===== config.mk =====
export PLATFORM = sky130hd
export DESIGN_NAME = poly_stream_rx_flat
export DESIGN_NICKNAME = d
export VERILOG_FILES = /design/src/rtl/poly_stream_rx_pkg.sv /design/src/rtl/axis_if.sv /design/src/rtl/poly_frame_buf.sv /design/src/rtl/poly_stream_rx.sv /design/src/flat_wrapper.sv
export SDC_FILE = /design/constraint.sdc
export NUM_CORES = 1
export LEC_CHECK = 0
export CORE_MARGIN = 4
export CORE_UTILIZATION = 40
export CTS_BUF_LIST = sky130_fd_sc_hd__clkbuf_8
export CTS_CLUSTER_DIAMETER = 120
export DETAILED_ROUTE_END_ITERATION = 10
export PLACE_DENSITY_LB_ADDON = 0.3
export SYNTH_ARGS = -nofsm -noshare
export SYNTH_HDL_FRONTEND = slang
export SYNTH_SLANG_ARGS = --single-unit
export TNS_END_PERCENT = 50

===== constraint.sdc =====
create_clock -name clk -period 4.9 [get_ports clk]
set_clock_uncertainty 0.2 [all_clocks]
set_input_delay 1.47 -clock clk [delete_from_list [all_inputs] [get_ports clk]]
set_output_delay 1.47 -clock clk [all_outputs]
set_load 0.005 [all_outputs]

===== src/rtl/poly_stream_rx_pkg.sv =====
// Shared types for the polynomial stream receiver.
// Fill FSM and frame buffer state encodings.
package poly_stream_rx_pkg;

  typedef enum logic {
    FILL,
    DROP
  } fill_st_e;

  typedef enum logic {
    EMPTY,
    FULL
  } buf_st_e;

  function automatic int idx_w(input int n);
    return (n > 1) ? $clog2(n) : 1;
  endfunction

endpackage


===== src/rtl/axis_if.sv =====
// Minimal valid/ready stream interface with frame marker.
// The source drives vld/last/data; the sink drives rdy.
interface axis_if #(
  parameter int W = 8
);
  logic         vld;
  logic         rdy;
  logic         last;
  logic [W-1:0] data;

  modport src (
    output vld, last, data,
    input  rdy
  );

  modport sink (
    input  vld, last, data,
    output rdy
  );
endinterface


===== src/rtl/poly_frame_buf.sv =====
// One polynomial frame buffer: indexed coefficient writes,
// an EMPTY/FULL flag, and a clear used on handoff.
module poly_frame_buf
  import poly_stream_rx_pkg::*;
#(
  parameter int N  = 4,
  parameter int QW = 5
) (
  input  logic                  clk,
  input  logic                  s_rst,
  input  logic                  wr_en_i,
  input  logic [idx_w(N)-1:0]   wr_idx_i,
  input  logic [QW-1:0]         wr_data_i,
  input  logic                  set_full_i,
  input  logic                  clr_i,
  output logic [N*QW-1:0]       data_o,
  output logic                  full_o
);

  logic [QW-1:0] mem_q [N];
  buf_st_e       st_q;

  always_ff @(posedge clk) begin
    if (s_rst) begin
      for (int k = 0; k < N; k++) begin
        mem_q[k] <= '0;
      end
      st_q <= EMPTY;
    end else begin
      if (wr_en_i) begin
        mem_q[wr_idx_i] <= wr_data_i;
      end
      if (set_full_i) begin
        st_q <= FULL;
      end else if (clr_i) begin
        st_q <= EMPTY;
      end
    end
  end

  for (genvar k = 0; k < N; k++) begin : g_pack
    assign data_o[k*QW +: QW] = mem_q[k];
  end

  assign full_o = (st_q == FULL);

endmodule


===== src/rtl/poly_stream_rx.sv =====
// Ping-pong assembler: collects N-beat coefficient frames
// into two buffers and presents them oldest-first.
module poly_stream_rx
  import poly_stream_rx_pkg::*;
#(
  parameter int N  = 4,
  parameter int QW = 5
) (
  input  logic            clk,
  input  logic            s_rst,
  axis_if.sink            z,
  output logic [N*QW-1:0] poly_data,
  output logic            poly_vld,
  input  logic            poly_rdy,
  output logic            frame_err
);

  localparam int IW = idx_w(N);
  localparam logic [IW-1:0] LAST_IDX = IW'(N - 1);

  fill_st_e      st_q, st_d;
  logic [IW-1:0] cnt_q, cnt_d;
  logic          wp_q, wp_d;
  logic          rp_q, rp_d;
  logic          rdy_q, rdy_d;
  logic          err_q, err_d;

  logic [1:0]      full;
  logic [1:0]      f_n;
  logic [1:0]      set_full;
  logic [1:0]      clr;
  logic [1:0]      wr_en;
  logic [N*QW-1:0] bdata [2];

  logic beat, wr, is_end, done, free;

  assign beat   = z.vld & rdy_q;
  assign is_end = (cnt_q == LAST_IDX);
  assign wr     = beat & (st_q == FILL);
  assign done   = wr & z.last & is_end;
  assign free   = poly_vld & poly_rdy;

  always_comb begin
    st_d  = st_q;
    cnt_d = cnt_q;
    err_d = 1'b0;
    unique case (st_q)
      FILL: begin
        if (wr) begin
          err_d = z.last ^ is_end;
          cnt_d = (z.last | is_end) ? '0 : cnt_q + 1'b1;
          if (!z.last && is_end) begin
            st_d = DROP;
          end
        end
      end
      DROP: begin
        cnt_d = '0;
        if (beat && z.last) begin
          st_d = FILL;
        end
      end
      default: st_d = FILL;
    endcase
  end

  always_comb begin
    for (int i = 0; i < 2; i++) begin
      set_full[i] = done & (wp_q == 1'(i));
      clr[i]      = free & (rp_q == 1'(i));
      wr_en[i]    = wr & (wp_q == 1'(i));
      f_n[i]      = (full[i] & ~clr[i]) | set_full[i];
    end
  end

  assign wp_d  = wp_q ^ done;
  assign rp_d  = rp_q ^ free;
  // A partial fill always sits in an EMPTY buffer, so stall only on both full.
  assign rdy_d = ~(f_n[0] & f_n[1]) | (st_d == DROP);

  always_ff @(posedge clk) begin
    if (s_rst) begin
      st_q  <= FILL;
      cnt_q <= '0;
      wp_q  <= 1'b0;
      rp_q  <= 1'b0;
      rdy_q <= 1'b0;
      err_q <= 1'b0;
    end else begin
      st_q  <= st_d;
      cnt_q <= cnt_d;
      wp_q  <= wp_d;
      rp_q  <= rp_d;
      rdy_q <= rdy_d;
      err_q <= err_d;
    end
  end

  for (genvar i = 0; i < 2; i++) begin : g_buf
    poly_frame_buf #(
      .N  (N),
      .QW (QW)
    ) u_buf (
      .clk        (clk),
      .s_rst      (s_rst),
      .wr_en_i    (wr_en[i]),
      .wr_idx_i   (cnt_q),
      .wr_data_i  (z.data),
      .set_full_i (set_full[i]),
      .clr_i      (clr[i]),
      .data_o     (bdata[i]),
      .full_o     (full[i])
    );
  end

  assign z.rdy     = rdy_q;
  assign poly_vld  = full[rp_q];
  assign poly_data = bdata[rp_q];
  assign frame_err = err_q;

endmodule


===== src/flat_wrapper.sv =====
// flat-port wrapper written by rule: the top's interface ports become plain ports
module poly_stream_rx_flat import poly_stream_rx_pkg::*;
#(
  parameter int N  = 4,
  parameter int QW = 5
)
  (clk, s_rst, poly_data, poly_vld, poly_rdy, frame_err, z_vld, z_last, z_data, z_rdy);
  axis_if #(.W(QW)) z_i ();
  input  logic clk;
  input  logic s_rst;
  output logic [N*QW-1:0] poly_data;
  output logic poly_vld;
  input  logic poly_rdy;
  output logic frame_err;
  input wire logic [$bits(z_i.vld)-1:0] z_vld;
  input wire logic [$bits(z_i.last)-1:0] z_last;
  input wire logic [$bits(z_i.data)-1:0] z_data;
  output wire logic [$bits(z_i.rdy)-1:0] z_rdy;
  assign z_i.vld = z_vld;
  assign z_i.last = z_last;
  assign z_i.data = z_data;
  assign z_rdy = z_i.rdy;
  poly_stream_rx #(.N(N), .QW(QW)) u_core (.clk(clk), .s_rst(s_rst), .z(z_i), .poly_data(poly_data), .poly_vld(poly_vld), .poly_rdy(poly_rdy), .frame_err(frame_err));
endmodule

==> metrics.csv <==
stage,metric,value,unit
sta,TNS Setup,0,ns
critical_path,"slowest stage cell, crit path",nand4bb_1,
floorplan,DIE AREA,7050,µm²
synthesis,count of cell types in the netlist,32,
critical_path,CP Data Required Time,4.71,ns
clock_tree,CTS root buf,clkbuf_8,
synthesis,most common flop cell mapped by yosys,edfxtp_1,
critical_path,Crit Path Class,in -> reg,
sta,worst slew pin tran,0.559,ns
finish,cell area after layout,2840,µm²
critical_path,CP max stage delay,0.55,ns
critical_path,WP buf/inv,2,
synthesis,"Net Count, Synth",185,
floorplan,core footprint,5540,µm²
power,Cell Pwr Density,287,nW/µm²
clock_tree,Num CTS Buffers,5,
power,Switch Pwr,0.000155,W
clock_tree,setup repair bufs after CTS,0,
critical_path,Arrival @ worst endpoint,3.28,ns
synthesis,sequential element share of the synthesized area,0.598,
synthesis,Mean Syn Cell Area,13.7,µm²
finish,Nets,223,
clock_tree,H-tree depth,2,
synthesis,register bit total from synthesis,49,
finish,Seq. cell area,1380,µm²
sta,relative slew slack,0.625,
floorplan,Chip Height,84.0,µm
placed_design,Placed Area,2720,µm²
synthesis,Syn Inst Count,168,
sta,RSZ-0062 raised after global routing,no,
drt,DR vias,1365,
placed_design,Detailed Place HPWL,2850,µm
drt,Initial DRC Count,45,
synthesis,Synth Warn #,0,
finish,multi-input logic area,883,µm²
floorplan,initial cell density of the core,0.417,
worst_hold_path,hold crit path type,reg -> reg,
global_routing,vias in the first global route,1443,
clock_tree,# clock sinks,49,
drt,wl on met1,1810,µm
clock_tree,CTS Hold Bufs,0,
finish,final cell count without fillers,279,
drt,Pre-Repair DR Iteration Count,4,
placed_design,dpl cells,271,
global_routing,first-pass GRT wire length,7040,µm
drt,DRC Markers,0,
drt,average wire per standard cell,14.3,µm
critical_path,"delay-heaviest family, CP",simple AND/OR/NAND/NOR gates,
power,combinational power share,0.072,
power,Max rail drop VDD,0.117,mV
drt,met3 wire len,131,µm
power,Leakage,1.07,nW
clock_tree,maximum clock path buffer count,2,
synthesis,async set-reset flop share out of synthesis,0,
critical_path,element type at the critical path end,flip-flop,
global_routing,largest net degree at the start of global routing,24,
floorplan,io pins,33,
synthesis,"EDFF count, synth",40,
power,Sw Share,0.190,
sta,minimum clock period,3.47,ns
placed_design,GPL Wtd Cong,0.736,
clock_tree,Clock transition at path regs,0.08,ns
finish,Filler cells,508,
critical_path,startpoint type of the worst setup path,primary input,
critical_path,crit path max fanout,13,
finish,Synth-to-Final Area Change,23.0,%
clock_tree,CTS resizes,0,
sta,Slew Limit Fails,0,
drt,Post-DRT Antenna Nets,0,
placed_design,port bufs,32,
power,clock share of power,0.353,
finish,proportion of layout cells with a drive suffix above 1,0.208,
sta,post-route clock period utilization,0.708,
floorplan,Rows,27,
drt,total detailed-routing wirelength,3990,µm
clock_tree,Clock Latency Late Sink,0.29,ns
finish,ANT cells,0,
critical_path,worst path cell trace,clkdlybuf4s50_1 > buf_4 > nand4bb_1 > nor3_2 > or2_2,
run,Max Cap Violations,0,
drt,drt via density,4.89,
power,Sequential Power Share,0.575,
sta,"Hold Violations, Final",0,
global_routing,Overall Global Routing Usage,0.127,
drt,metal2 WL,1990,µm
finish,fin util,0.513,
global_routing,initial antenna violation count,0,
status,outcome,finished clean,
clock_tree,CTS tree,yes,
floorplan,Die W,84.0,µm
sta,f_max,0.288,GHz
global_routing,GRT Residual Overflow,0,
sta,Final setup viols,0,
drt,top sig layer,met4,
power,Power Internal,0.000660,W
synthesis,synthesized area,2310,µm²
-- per-layer routing --
metal / vias up / global-route usage
met4: 0 / 0.0453
met5: - / 0
li1: 685 / -
met2: 25 / 0.205
met3: 4 / 0.0296
met1: 651 / 0.166
-- flip-flops by register name (all words and copies together), names as in the netlist --
register / flops
u_core.cnt_q: 2
u_core.frame_err: 1
u_core.g_buf.u_buf.full_o: 2
u_core.g_buf.u_buf.mem_q: 40
u_core.rp_q: 1
u_core.st_q: 1
u_core.wp_q: 1
u_core.z.rdy: 1
-- cell type report --
class / count / area share
repair buffers: 36 / 0.123
clock buffers: 6 / 0.0291
flip-flops and latches: 49 / 0.486
inverters: 5 / 0.00661
well taps: 72 / 0.0317
clock inverters: 2 / 0.0119
multi-input cells: 109 / 0.311
-- power by group through the flow --
stage	sequential, W	clock [W]	combinational, W
finish	0.000468	0.000288	0.0000590
global route	0.000470	0.000315	0.0000648
CTS	0.000469	0.000296	0.0000601
detailed placement	0.000478	0	0.0000597
global placement	0.000478	0	0.0000591
floorplan	0.000476	0	0.0000250
-- cell usage after synthesis (all sizes together), types with 2 or more instances --
library cell  instances  area [µm²]
nand2b                2        12.5
mux2                 21         236
o21a                  2        15.0
nor3                  5        45.0
or2                   4        25.0
dfxtp                 9         180
inv                   5        18.8
edfxtp               40        1200
buf                   4        22.5
nand2                 2        7.51
ha                    7        87.6
nor2b                 2        12.5
a41o                  2        20.0
and2                 42         263
nor4                  3        48.8
nor2                  5        18.8
o41ai                 2        17.5
-- cells in the final DEF (no fill, tap or decap), drive strengths merged --
cell type / instances
mux2: 21
o22ai: 1
nand2b: 2
buf: 4
o21a: 2
nand2: 2
inv: 6
nor3: 5
a21oi: 1
o41ai: 2
bufinv: 1
and3: 1
a211oi: 1
and2: 42
nor2b: 2
a311oi: 1
a31oi: 1
a41o: 2
or2: 4
and4b: 1
ha: 7
a21o: 1
nor2: 5
dfxtp: 9
nand3: 1
edfxtp: 40
clkbuf: 6
nand4bb: 1
clkdlybuf4s50: 32
nor4: 3
-- cell families (layout without fill, tap and decap cells) --
group	after synthesis	after routing	synth area share
AOI/OAI and AO/OA	12	12	0.0406
adders and majority gates	7	7	0.0379
buffers and inverters	10	49	0.0195
DFF	49	49	0.598
muxes	21	21	0.102
and+or+nand+nor	69	69	0.202
-- final timing paths --
| check | cells after the start | start | slack (ns) | to |
|---|---|---|---|---|
| setup / recovery | 5 | s_rst | 1.43 | u_core.g_buf[1].u_buf.mem_q[1][4] |
| hold / removal | 1 | u_core.st_q | 0.42 | u_core.cnt_q[1] |
| setup reg to reg | 3 | u_core.st_q | 2.77 | u_core.g_buf[1].u_buf.mem_q[1][4] |
| hold reg to reg | 1 | u_core.st_q | 0.42 | u_core.cnt_q[1] |
-- per-stage QoR --
step | power, W | worst slack, ns | hold slack (ns)
6_report | 0.000815 | 1.43 | 0.419
5_1_grt | 0.000850 | 1.26 | 0.470
4_1_cts | 0.000824 | 1.42 | 0.411
3_5_place_dp | 0.000538 | 1.09 | 0.397
3_3_place_gp | 0.000537 | 1.17 | 0.403
2_1_floorplan | 0.000501 | 2.02 | 0.317
(Power assumes the default switching activity.)
==> RTL change: new RTL, config.mk and constraints unchanged <==
`N` is set to 4 in 3 places; all go to 8.
--- a/src/rtl/poly_frame_buf.sv
+++ b/src/rtl/poly_frame_buf.sv
@@ -3,7 +3,7 @@
 module poly_frame_buf
   import poly_stream_rx_pkg::*;
 #(
-  parameter int N  = 4,
+  parameter int N  = 8,
   parameter int QW = 5
 ) (
   input  logic                  clk,
--- a/src/rtl/poly_stream_rx.sv
+++ b/src/rtl/poly_stream_rx.sv
@@ -3,7 +3,7 @@
 module poly_stream_rx
   import poly_stream_rx_pkg::*;
 #(
-  parameter int N  = 4,
+  parameter int N  = 8,
   parameter int QW = 5
 ) (
   input  logic            clk,
--- a/src/flat_wrapper.sv
+++ b/src/flat_wrapper.sv
@@ -1,7 +1,7 @@
 // flat-port wrapper written by rule: the top's interface ports become plain ports
 module poly_stream_rx_flat import poly_stream_rx_pkg::*;
 #(
-  parameter int N  = 4,
+  parameter int N  = 8,
   parameter int QW = 5
 )
   (clk, s_rst, poly_data, poly_vld, poly_rdy, frame_err, z_vld, z_last, z_data, z_rdy);
Ports: changed (resized poly_data); port bits go from 33 to 53. The function was not compared with the original's and may differ.
==> RTL change against the unedited design <==
Non-clock buffer count grew 19; wire length increased by 120%; critical path depth decreased by 2; sequential cell count up 41; area after synthesis increased by 76%; critical endpoint is now poly_data[30]; setup slack got worse by 0.29 ns; largest power group unchanged; final cell count rose by 76%; highest routed layer unchanged; cell area up 70%; first-iteration DRC count increased to 3.3 times the old value; power is 69% higher; sequential share of layout area grew 5.2 points; count of clock-buffer cells in the layout is 3 higher.
==> RTL change: results <==
routing:
  wl_um: 8630
  met2_length_um: 4170
  met1Wirelength_um: 3680
  wl_met3_um: 618
  post_drt_wl_per_cell_um: 17.6
logic_synthesis:
  synth_sequential_area_ratio_pct: 64.1
  post_synth_num_cell_types: 34
  synth_fp_nets: 323
  synth_area_leaders: "sky130_fd_sc_hd__edfxtp_1 (59%), sky130_fd_sc_hd__mux2_2 (11%), sky130_fd_sc_hd__nor2_1 (7.8%), sky130_fd_sc_hd__dfxtp_1 (4.9%), sky130_fd_sc_hd__nand3_4 (3.9%)"
  yosys-top-cells-count: "sky130_fd_sc_hd__nor2_1 (84), sky130_fd_sc_hd__edfxtp_1 (80), sky130_fd_sc_hd__mux2_2 (41)"
  syn-instance-count: 305
finish:
  n_sequential_cell: 90
  drive_above_1_share_pct: 19.0
  nFillCells: 905
  final-nonclk-buf-share_pct: 11.2
  design.final.nets: 370
  n_all_buffers: 55
  regArea_mm2: 0.00260
  final-clk-cell-share_pct: 3.24
  clkbuf_count: 9
grt:
  wire_length_of_the_first_global_routing_pass_um: 13400
  grtUsageMet2_pct: 25.4
  grt_max_degree: 20
  global_route.usage.met1_pct: 20.2
  first_global_vias: 2523
  grtUsageTotal_pct: 15.5
  global_route.usage.met3_pct: 3.91
worst_setup_path:
  reg2reg_to: "u_core.g_buf[1].u_buf.mem_q[5][2]"
  regToRegStartpoint: "u_core.z.rdy"
  timing.critical_path.to: "poly_data[30]"
  critical-path-top-delay-family: "buffers and inverters"
  worstPathMaxFanout: 17
placement:
  gpl.final_weighted_congestion: 0.849
  io_buffers: 52
  detailed_place.area_mm2: 0.00468
  detailedPlacementHpwl_um: 5900
power_and_ir_drop:
  power_frac_clock_pct: 30.7
  ir_drop_mv: 0.137
  power_leakage_nw: 1.64
clocking:
  cts.htree.levels: 3
  worst_skew_late_latency_ns: 0.35
run_status:
  run_status: "completed"
timing:
  maxSlewHeadroom_pct: 52.6
==> RTL change: cell count changes after synthesis, moves of 9 or more <==
| cell | unedited run | this run |
|---|---|---|
| sky130_fd_sc_hd__mux2_2 | 21 | 41 |
| sky130_fd_sc_hd__and2_1 | 42 | 2 |
| sky130_fd_sc_hd__edfxtp_1 | 40 | 80 |
| sky130_fd_sc_hd__nand3_4 | 0 | 9 |
| sky130_fd_sc_hd__nor2_1 | 5 | 84 |
| sky130_fd_sc_hd__clkbuf_1 | 1 | 11 |
| sky130_fd_sc_hd__o21ai_0 | 0 | 16 |
==> RTL change: per-stage QoR <==
stage | setup slack (ns) | hold slack [ns] | utilization (%)
floorplan | 1.80 | 0.293 | -
global placement | 0.911 | 0.354 | 47.6
detailed placement | 0.811 | 0.350 | 47.6
CTS | 1.12 | 0.363 | 49.2
global route | 1.05 | 0.382 | 49.2
finish | 1.14 | 0.375 | 49.2
==> RTL change: logic make-up (layout without fill, tap and decap cells) <==
family / Yosys count / after routing / share of synthesized area [%]
AND/OR/NAND/NOR: 117 / 117 / 15.3
multiplexers: 41 / 41 / 11.4
adder cells (fa/ha/maj): 8 / 8 / 2.46
flip-flops: 90 / 90 / 64.1
AO/OA/AOI/OAI: 25 / 25 / 3.57
buffers and inverters: 24 / 76 / 3.20
==> RTL change: worst min-delay path by stage <==
stage | startpoint | endpoint | slack (ns) | cells after the start
floorplan | u_core.st_q | u_core.cnt_q[1] | 0.29 | 1
global placement | u_core.st_q | u_core.cnt_q[0] | 0.35 | 1
detailed placement | u_core.st_q | u_core.cnt_q[1] | 0.35 | 1
CTS | u_core.st_q | u_core.cnt_q[1] | 0.36 | 1
global route | u_core.st_q | u_core.cnt_q[1] | 0.38 | 1
finish | u_core.st_q | u_core.cnt_q[1] | 0.37 | 1
